===== src/rtl/uart_pkg.sv =====
// uart_pkg: shared UART receive-side constants and timeout FSM state encoding.
package uart_pkg;
    localparam int DBIT_DEF     = 8;
    localparam int TO_CHARS     = 4;
    localparam int FRAME_BITS   = 10;
    localparam int OVERSAMPLE   = 16;
    localparam int TO_TICKS_DEF = TO_CHARS * FRAME_BITS * OVERSAMPLE;

    typedef enum logic [1:0] {
        EMPTY   = 2'b00,
        COUNT   = 2'b01,
        TIMEOUT = 2'b10
    } to_state_t;
endpackage


===== src/rtl/uart_sync_fifo.sv =====
// uart_sync_fifo: show-ahead synchronous FIFO with wrap-bit pointers and flush.
module uart_sync_fifo #(
    parameter int DBIT  = 8,
    parameter int DEPTH = 16
) (
    input  logic                       clk,
    input  logic                       rst,
    input  logic                       i_push,
    input  logic                       i_pop,
    input  logic                       i_flush,
    input  logic [DBIT-1:0]            i_data,
    output logic [DBIT-1:0]            o_data,
    output logic                       o_valid,
    output logic                       o_full,
    output logic [$clog2(DEPTH):0]     o_level
);
    localparam int AW = $clog2(DEPTH);

    logic [DBIT-1:0] r_mem [DEPTH];
    logic [AW:0]     r_wr_ptr;
    logic [AW:0]     r_rd_ptr;
    logic            w_empty;

    always_ff @(posedge clk)
        if (i_push) r_mem[r_wr_ptr[AW-1:0]] <= i_data;

    always_ff @(posedge clk or posedge rst) begin
        if (rst) begin
            r_wr_ptr <= '0;
            r_rd_ptr <= '0;
        end else if (i_flush) begin
            r_wr_ptr <= '0;
            r_rd_ptr <= '0;
        end else begin
            r_wr_ptr <= r_wr_ptr + (AW+1)'(i_push);
            r_rd_ptr <= r_rd_ptr + (AW+1)'(i_pop);
        end
    end

    assign w_empty = r_wr_ptr == r_rd_ptr;
    assign o_valid = ~w_empty;
    assign o_full  = (r_wr_ptr[AW-1:0] == r_rd_ptr[AW-1:0]) & (r_wr_ptr[AW] != r_rd_ptr[AW]);
    assign o_level = r_wr_ptr - r_rd_ptr;
    // Empty head reads as zero so the output is defined out of reset.
    assign o_data  = w_empty ? '0 : r_mem[r_rd_ptr[AW-1:0]];
endmodule


===== src/rtl/uart_rx_ctrl.sv =====
// uart_rx_ctrl: receive FIFO controller with overrun, level and character-timeout irqs.
// Define UART_RX_TIMEOUT_EN to build the timeout FSM; otherwise irq_timeout is 0.
module uart_rx_ctrl
    import uart_pkg::*;
#(
    parameter int DBIT     = DBIT_DEF,
    parameter int DEPTH    = 16,
    parameter int THRESH   = 8,
    parameter int TO_TICKS = TO_TICKS_DEF
) (
    input  logic                   clk,
    input  logic                   rst,
    input  logic                   rx_en,
    input  logic                   baud_tick,
    input  logic                   rx_done,
    input  logic [DBIT-1:0]        rx_data,
    input  logic                   flush,
    input  logic                   rd_en,
    output logic [DBIT-1:0]        rd_data,
    output logic                   rd_valid,
    output logic                   full,
    output logic [$clog2(DEPTH):0] level,
    output logic                   overrun,
    input  logic                   ovr_clr,
    output logic                   irq_level,
    output logic                   irq_timeout
);
    localparam int LW = $clog2(DEPTH) + 1;
    localparam logic [LW-1:0] THR = LW'(THRESH);

    logic w_push_req;
    logic w_push;
    logic w_pop;
    logic w_drop;
    logic r_overrun;
    logic r_irq_level;

    assign w_push_req = rx_done & rx_en & ~flush;
    assign w_pop      = rd_en & rd_valid & ~flush;
    // A full FIFO still accepts a byte when a pop frees a slot in the same cycle.
    assign w_push     = w_push_req & (~full | w_pop);
    assign w_drop     = w_push_req & full & ~w_pop;

    uart_sync_fifo #(.DBIT(DBIT), .DEPTH(DEPTH)) u_fifo (
        .clk     (clk),
        .rst     (rst),
        .i_push  (w_push),
        .i_pop   (w_pop),
        .i_flush (flush),
        .i_data  (rx_data),
        .o_data  (rd_data),
        .o_valid (rd_valid),
        .o_full  (full),
        .o_level (level)
    );

    always_ff @(posedge clk or posedge rst) begin
        if (rst) begin
            r_overrun   <= 1'b0;
            r_irq_level <= 1'b0;
        end else begin
            r_overrun   <= w_drop | (r_overrun & ~ovr_clr);
            r_irq_level <= level >= THR;
        end
    end

    assign overrun   = r_overrun;
    assign irq_level = r_irq_level;

`ifdef UART_RX_TIMEOUT_EN
    localparam int CW = $clog2(TO_TICKS) + 1;
    localparam logic [CW-1:0] TO_LAST = CW'(TO_TICKS - 1);

    to_state_t     r_state;
    logic [CW-1:0] r_cnt;
    logic          r_irq_timeout;
    logic          w_emptying;

    assign w_emptying = w_pop & ~w_push & (level == LW'(1));

    always_ff @(posedge clk or posedge rst) begin
        if (rst) begin
            r_state       <= EMPTY;
            r_cnt         <= '0;
            r_irq_timeout <= 1'b0;
        end else if (flush) begin
            r_state       <= EMPTY;
            r_cnt         <= '0;
            r_irq_timeout <= 1'b0;
        end else begin
            case (r_state)
                EMPTY: begin
                    r_cnt   <= '0;
                    r_state <= w_push ? COUNT : EMPTY;
                end
                COUNT: begin
                    if (w_push | w_pop) begin
                        r_cnt   <= '0;
                        r_state <= w_emptying ? EMPTY : COUNT;
                    end else if (baud_tick) begin
                        if (r_cnt == TO_LAST) begin
                            r_state       <= TIMEOUT;
                            r_irq_timeout <= 1'b1;
                        end else begin
                            r_cnt <= r_cnt + 1'b1;
                        end
                    end
                end
                TIMEOUT: begin
                    if (w_push | w_pop) begin
                        r_cnt         <= '0;
                        r_irq_timeout <= 1'b0;
                        r_state       <= w_emptying ? EMPTY : COUNT;
                    end
                end
                default: r_state <= EMPTY;
            endcase
        end
    end

    assign irq_timeout = r_irq_timeout;
`else
    logic w_unused_tick;
    assign w_unused_tick = baud_tick | (TO_TICKS == 0);
    assign irq_timeout   = 1'b0;
`endif
endmodule


===== config.mk =====
export PLATFORM = sky130hd
export DESIGN_NAME = uart_rx_ctrl
export DESIGN_NICKNAME = d
export VERILOG_FILES = /design/src/rtl/uart_pkg.sv /design/src/rtl/uart_sync_fifo.sv /design/src/rtl/uart_rx_ctrl.sv
export SDC_FILE = /design/constraint.sdc
export NUM_CORES = 1
export LEC_CHECK = 0
export CORE_AREA = 4 4 105 107
export DETAILED_ROUTE_END_ITERATION = 10
export DIE_AREA = 0 0 109 111
export GPL_ROUTABILITY_DRIVEN = 0
export PLACE_DENSITY_LB_ADDON = 0.08
export SLEW_MARGIN = 20
export SYNTH_ARGS = -nofsm -noshare
export SYNTH_HDL_FRONTEND = slang
export SYNTH_HIERARCHICAL = 1
export SYNTH_SLANG_ARGS = --single-unit

===== constraint.sdc =====
create_clock -name clk -period 3.7 [get_ports clk]
set_clock_uncertainty 0.1 [all_clocks]
set_input_delay 0.74 -clock clk [delete_from_list [all_inputs] [get_ports clk]]
set_output_delay 0.74 -clock clk [all_outputs]
set_load 0.005 [all_outputs]

Word level (Yosys, flattened, before mapping):

Memories as Yosys holds them, arrays and structs flattened.
Cells that the tools add are included.
W data, S select, Z words.

* register bits after elaboration: 12
* RAM bits: 128
* input bits: 16
* output and inout port bits: 18
* logic and storage cells: 33
* memories: 1

* $add $sub $neg: 3
* $lt $le $gt $ge: 1
* equal/unequal tests: 3
* mux-type cells: 5
* bitwise operators: 16

Memory list
* u_fifo.r_mem: depth 16, bits a word 8, read ports 1, clocked after memory_dff 0, wr ports 1, RTL line uart_sync_fifo.sv:19 `logic [DBIT-1:0] r_mem [DEPTH];`

Operator list (count)
* $add A5 B1 Y5: 2
* $mux W5: 2
* $and A1 B1 Y1: 9
* $mux W8: 1
* $eq A5 B5 Y1: 1
* $ge A5 B4 Y1 const B: 1
* $not A1 Y1: 5
* $sub A5 B5 Y5: 1
* $eq A4 B4 Y1: 1
* $mux W1: 2
* $or A1 B1 Y1: 2
* $ne A1 B1 Y1: 1

Longest topological paths before layout:

* word-level depth: 8
* mapped depth: 14
* depth with buffers taken out: 12

Cells and area by module:

Netlist, hierarchy kept.

Modules (own cells, without submodules)
* uart_sync_fifo: times used 1, cells an instance 289, area each 5689.2 µm²
* uart_rx_ctrl: times used 1, cells an instance 13, area each 120.1 µm²

Least setup slack after synthesis:

Ideal clock, no wire load.

* path type: register to register
* start point: reg u_fifo.r_rd_ptr[1]
* end point: mem u_fifo.r_mem[8][0] (enable)
* setup time: 383 ps
* arrival: 2627 ps
* required time: 3217 ps
* slack: 589 ps
* cell stages (with the launch flop): 12
* clock period less this slack: 3111 ps
* cells stage by stage: dfrtp_1 clkbuf_8 clkbuf_8 inv_1 ha_1 nand4_1 nor2_2 inv_1 nand2_1 a211oi_1 nand3_1 nor3_1

* word-level cells in the longest chain between the ends: 8

RTL lines
* start: declaration: RTL line uart_sync_fifo.sv:21 `logic [AW:0] r_rd_ptr;`
* start signal: assignment: RTL line uart_sync_fifo.sv:36 `r_rd_ptr <= r_rd_ptr + (AW+1)'(i_pop);`
* $eq A5 B5 Y1: RTL line uart_sync_fifo.sv:40 `assign w_empty = r_wr_ptr == r_rd_ptr;`
* $not A1 Y1: RTL line uart_sync_fifo.sv:41 `assign o_valid = ~w_empty;`
* named net rd_valid: RTL line uart_rx_ctrl.sv:20 `output logic rd_valid,`
* $and A1 B1 Y1 (2 in a row): RTL line uart_rx_ctrl.sv:39 `assign w_pop = rd_en & rd_valid & ~flush;`
* $or A1 B1 Y1: RTL line uart_rx_ctrl.sv:41 `assign w_push = w_push_req & (~full | w_pop);`
* $and A1 B1 Y1: RTL line uart_rx_ctrl.sv:41
* named net w_push: RTL line uart_rx_ctrl.sv:32 `logic w_push;`
* $mux W1: RTL line uart_sync_fifo.sv:25 `if (i_push) r_mem[r_wr_ptr[AW-1:0]] <= i_data;`
* $mux W1 (not written as such): RTL line uart_sync_fifo.sv:25
* end: declaration: RTL line uart_sync_fifo.sv:19

The timed path passes the listed nets, and every way through them passes these cells.

Worst setup path after layout:

* start point: reg u_fifo.r_wr_ptr[0]
* end point: out rd_data[6]

* word-level cells in the longest chain between the ends: 2

RTL lines
* start: declaration: RTL line uart_sync_fifo.sv:20 `logic [AW:0] r_wr_ptr;`
* start signal: assignment: RTL line uart_sync_fifo.sv:35 `r_wr_ptr <= r_wr_ptr + (AW+1)'(i_push);`
* $eq A5 B5 Y1: RTL line uart_sync_fifo.sv:40
* $mux W8: RTL line uart_sync_fifo.sv:45 `assign o_data = w_empty ? '0 : r_mem[r_rd_ptr[AW-1:0]];`
* end: declaration: RTL line uart_rx_ctrl.sv:19 `output logic [DBIT-1:0] rd_data,`

Every way passes these cells.

==> flow_results.xml <==
<?xml version="1.0" encoding="UTF-8"?>
<metrics>
  <group name="run_status">
    <metric name="status" unit="">completed</metric>
  </group>
  <group name="power">
    <metric name="p_total" unit="mW">3.57</metric>
    <metric name="power-per-cell-area" unit="nW/um^2">508</metric>
    <metric name="peakVddDrop" unit="mV">0.385</metric>
    <metric name="power.static_leakage" unit="nW">2.44</metric>
  </group>
  <group name="clocking">
    <metric name="h_tree_levels" unit="">4</metric>
    <metric name="clk-insertion-delay-late" unit="ns">0.51</metric>
    <metric name="tritoncts" unit="">yes</metric>
    <metric name="clock_path_buffers" unit="">2</metric>
    <metric name="cts_num_sinks" unit="">140</metric>
    <metric name="clock_tree.root_cell" unit="">sky130_fd_sc_hd__clkbuf_8</metric>
    <metric name="clkTransAtPathRegs" unit="ns">0.06</metric>
    <metric name="cts_bufs_inserted" unit="">17</metric>
  </group>
  <group name="yosys">
    <metric name="main_combinational_cell_family_by_area_after_synthesis" unit="">multiplexers</metric>
    <metric name="synth_async_sr_flop_share" unit="">0.0857</metric>
    <metric name="post-synth-top-count-cell" unit="">sky130_fd_sc_hd__edfxtp_1</metric>
    <metric name="synth_common_cells" unit="">sky130_fd_sc_hd__edfxtp_1 (128), sky130_fd_sc_hd__nand2_1 (19), sky130_fd_sc_hd__nor2_1 (18)</metric>
    <metric name="synthAdderAreaFrac" unit="">0.0207</metric>
    <metric name="synthMuxAreaShare" unit="">0.134</metric>
    <metric name="synth_area" unit="um^2">5810</metric>
    <metric name="post_synth.cell_area_avg" unit="um^2">19.2</metric>
    <metric name="synthFlopType" unit="">sky130_fd_sc_hd__edfxtp_1</metric>
    <metric name="synth_cell_type_count" unit="">36</metric>
    <metric name="syn_nets" unit="">327</metric>
    <metric name="number_of_flops_mapped_to_enable_cells_by_yosys" unit="">128</metric>
    <metric name="synth-warning-count" unit="">6</metric>
    <metric name="synth.ff_latch_count" unit="">140</metric>
    <metric name="synth_largest_area_cell" unit="">sky130_fd_sc_hd__edfxtp_1</metric>
    <metric name="synth_simple_gate_area_share" unit="">0.0534</metric>
    <metric name="post_synth_main_area_contributors" unit="">sky130_fd_sc_hd__edfxtp_1 (66%), sky130_fd_sc_hd__mux4_1 (7.2%), sky130_fd_sc_hd__mux4_2 (6.2%)</metric>
    <metric name="synth_largest_type_area_fraction" unit="">0.662</metric>
    <metric name="post_synth_inst_count" unit="">302</metric>
    <metric name="synth_sequential_area_ratio" unit="">0.713</metric>
    <metric name="parity_gate_share_of_the_synthesized_area_counting_xor_and_xnor_cells" unit="">0.0151</metric>
    <metric name="synth_compound_gate_area_share" unit="">0.0293</metric>
  </group>
  <group name="global_route">
    <metric name="globalRouteTotalUtil" unit="">0.202</metric>
    <metric name="grt_first_pass_wirelength" unit="um">17600</metric>
    <metric name="first_global_vias" unit="">3064</metric>
    <metric name="grt_max_degree" unit="">35</metric>
    <metric name="grt_remaining_overflow" unit="">0</metric>
    <metric name="antenna_found_initial" unit="">0</metric>
  </group>
  <group name="sta">
    <metric name="count_of_endpoints_failing_hold_in_the_final_timing_report" unit="">0</metric>
    <metric name="period_share" unit="">0.975</metric>
    <metric name="relSlewSlack" unit="">0.530</metric>
    <metric name="worst_slew_pin_slew" unit="ns">0.700</metric>
    <metric name="timing.final.setup_violations" unit="">0</metric>
    <metric name="slew_limit_fails" unit="">0</metric>
    <metric name="hold_slack" unit="ns">0.309</metric>
    <metric name="max_freq" unit="MHz">277</metric>
    <metric name="timing.final.crit_period" unit="ns">3.61</metric>
  </group>
  <group name="worst_setup_path">
    <metric name="critPathLaunchType" unit="">flop</metric>
    <metric name="crit_arrival" unit="ns">2.77</metric>
    <metric name="critical_path.reg2reg.startpoint" unit="">u_fifo/r_wr_ptr[0]</metric>
    <metric name="cp_cell_sequence" unit="">inv_1, ha_4, nand4_1, nor2_4, nor3_4, buf_4, a221o_1, clkdlybuf4s50_1</metric>
    <metric name="worst_ep_required_time" unit="ns">2.86</metric>
    <metric name="kind_of_cell_adding_the_most_delay_to_the_critical_path" unit="">buffers and inverters</metric>
    <metric name="critical_path.slowest_cell" unit="">sky130_fd_sc_hd__clkdlybuf4s50_1</metric>
    <metric name="timing.critical_path.slowest_cell_delay" unit="ns">0.45</metric>
    <metric name="crit_fanout" unit="">6</metric>
    <metric name="reg2reg_depth" unit="">10</metric>
    <metric name="r2r-end" unit="">u_fifo/r_mem[9][5]</metric>
    <metric name="crit_path_end_kind" unit="">primary output</metric>
    <metric name="critical_path_buf_inv_count" unit="">3</metric>
    <metric name="r2r_setup_slack" unit="ns">0.68</metric>
    <metric name="timing_worst_setup_path_type" unit="">flop to primary output</metric>
  </group>
  <group name="route">
    <metric name="drt-vias-per-instance" unit="">5.73</metric>
    <metric name="dr.pass1.iters" unit="">4</metric>
    <metric name="drt_drc_violations_left" unit="">0</metric>
    <metric name="routedLengthMet1" unit="um">4660</metric>
    <metric name="highest-signal-layer" unit="">met4</metric>
    <metric name="vias" unit="">2953</metric>
    <metric name="wire_per_inst" unit="um">21.7</metric>
    <metric name="wl_met2" unit="um">5700</metric>
    <metric name="met3RoutedLength" unit="um">713</metric>
    <metric name="routed_wirelength" unit="um">11200</metric>
    <metric name="drt_iter0_markers" unit="">208</metric>
    <metric name="count_of_nets_left_with_antenna_violations_after_detail_routing" unit="">0</metric>
  </group>
  <group name="placement">
    <metric name="place_inst" unit="">479</metric>
    <metric name="port_buffers" unit="">31</metric>
    <metric name="hpwl" unit="um">7110</metric>
  </group>
  <group name="hold_path">
    <metric name="worstHoldPathType" unit="">primary input to async pin</metric>
  </group>
  <group name="floorplanning">
    <metric name="floorplan.rows" unit="">37</metric>
    <metric name="dieWidth" unit="um">109</metric>
    <metric name="core" unit="um^2">10100</metric>
    <metric name="initial_utilization" unit="">0.573</metric>
    <metric name="die_area" unit="um^2">12100</metric>
    <metric name="io_pins" unit="">34</metric>
    <metric name="chipHeight" unit="um">111</metric>
  </group>
  <group name="cells_and_area">
    <metric name="antenna_cells" unit="">0</metric>
    <metric name="fraction_of_layout_instances_using_a_drive_strength_above_1" unit="">0.235</metric>
    <metric name="stdcell_count" unit="">515</metric>
    <metric name="area_growth" unit="%">21.1</metric>
    <metric name="finish.net_count" unit="">391</metric>
    <metric name="nFillCells" unit="">660</metric>
  </group>
  <group name="run">
    <metric name="max_cap_viols" unit="">0</metric>
  </group>
</metrics>
==> worst max path at each step <==
| stage | start | endpoint | cells after the start |
|---|---|---|---|
| 2_1_floorplan | u_fifo/r_rd_ptr[1] | u_fifo/r_mem[8][0] | 11 |
| 3_3_place_gp | u_fifo/r_rd_ptr[2] | rd_data[1] | 7 |
| 3_5_place_dp | u_fifo/r_rd_ptr[2] | rd_data[1] | 7 |
| 4_1_cts | u_fifo/r_wr_ptr[3] | rd_data[6] | 7 |
| 5_1_grt | u_fifo/r_wr_ptr[0] | rd_data[6] | 8 |
| 6_report | u_fifo/r_wr_ptr[0] | rd_data[6] | 8 |
==> through the flow <==
stage	setup WS, ns	setup TNS, ns	util	area [um^2]
2_1_floorplan	0.589	0	-	5810
3_3_place_gp	0.365	0	0.623	6320
3_5_place_dp	0.311	0	0.623	6320
4_1_cts	0.0107	0	0.689	6980
5_1_grt	-0.00309	-0.00309	0.694	7030
6_report	0.0921	0	0.694	7030
==> what timing repair did <==
item,CTS,global route
hold buffers,0,0
pin swaps,4,2
endpoints found under the hold margin,0,0
buffers inserted,3,1
endpoints found under the setup margin,8,8
resized for setup,7,6
==> routing by layer <==
metal | up-vias | GRT usage
li1 | 1341 | -
met1 | 1514 | 0.281
met2 | 92 | 0.317
met3 | 6 | 0.0524
met4 | 0 | 0.0606
met5 | - | 0
==> report_power, final <==
group,leakage [nW],internal [mW],switching (mW)
registers,1.31,1.73,0.00279
clock network,0.293,1.04,0.658
logic,0.836,0.0693,0.0712
==> state kept, by name, summed over array words and instances, names as in the netlist <==
name / flops
u_fifo/r_rd_ptr: 5
overrun: 1
u_fifo/r_wr_ptr: 5
irq_level: 1
u_fifo/r_mem: 128
==> placed cells by master, fill, tap and decap left out, types with 3 or more instances in the layout <==
master,count
sky130_fd_sc_hd__dfrtp_2,3
sky130_fd_sc_hd__inv_1,8
sky130_fd_sc_hd__mux4_1,16
sky130_fd_sc_hd__ha_4,4
sky130_fd_sc_hd__xor2_1,6
sky130_fd_sc_hd__clkbuf_16,16
sky130_fd_sc_hd__clkdlybuf4s50_1,30
sky130_fd_sc_hd__ha_1,4
sky130_fd_sc_hd__nand3_1,6
sky130_fd_sc_hd__dfrtp_1,9
sky130_fd_sc_hd__nor3_1,4
sky130_fd_sc_hd__a221o_1,8
sky130_fd_sc_hd__buf_4,26
sky130_fd_sc_hd__clkinv_4,4
sky130_fd_sc_hd__nand2_1,19
sky130_fd_sc_hd__inv_6,4
sky130_fd_sc_hd__xnor2_1,4
sky130_fd_sc_hd__edfxtp_1,128
sky130_fd_sc_hd__bufinv_16,3
sky130_fd_sc_hd__nor2_1,18
sky130_fd_sc_hd__mux4_2,16
sky130_fd_sc_hd__a21oi_1,10
sky130_fd_sc_hd__nor2b_1,5
==> cell families (layout without fill, tap and decap cells) <==
logic type	Yosys count	in the layout
adder cells (fa/ha/maj)	9	9
AO/OA/AOI/OAI	23	23
multiplexers	32	32
AND/OR/NAND/NOR	63	63
other	1	1
flip-flops	140	140
buffers and inverters	24	101
XOR/XNOR	10	10
==> final cells by class <==
type / count / area [um^2] / share of cell area
tap: 136 / 170 / 0.0242
inverter: 10 / 40.0 / 0.00569
multi-input combinational: 138 / 1530 / 0.218
sequential: 140 / 4150 / 0.590
timing repair buffer: 59 / 539 / 0.0767
clock inverter: 15 / 188 / 0.0267
clock buffer: 17 / 414 / 0.0589
Power figures use the tool's default switching activity.
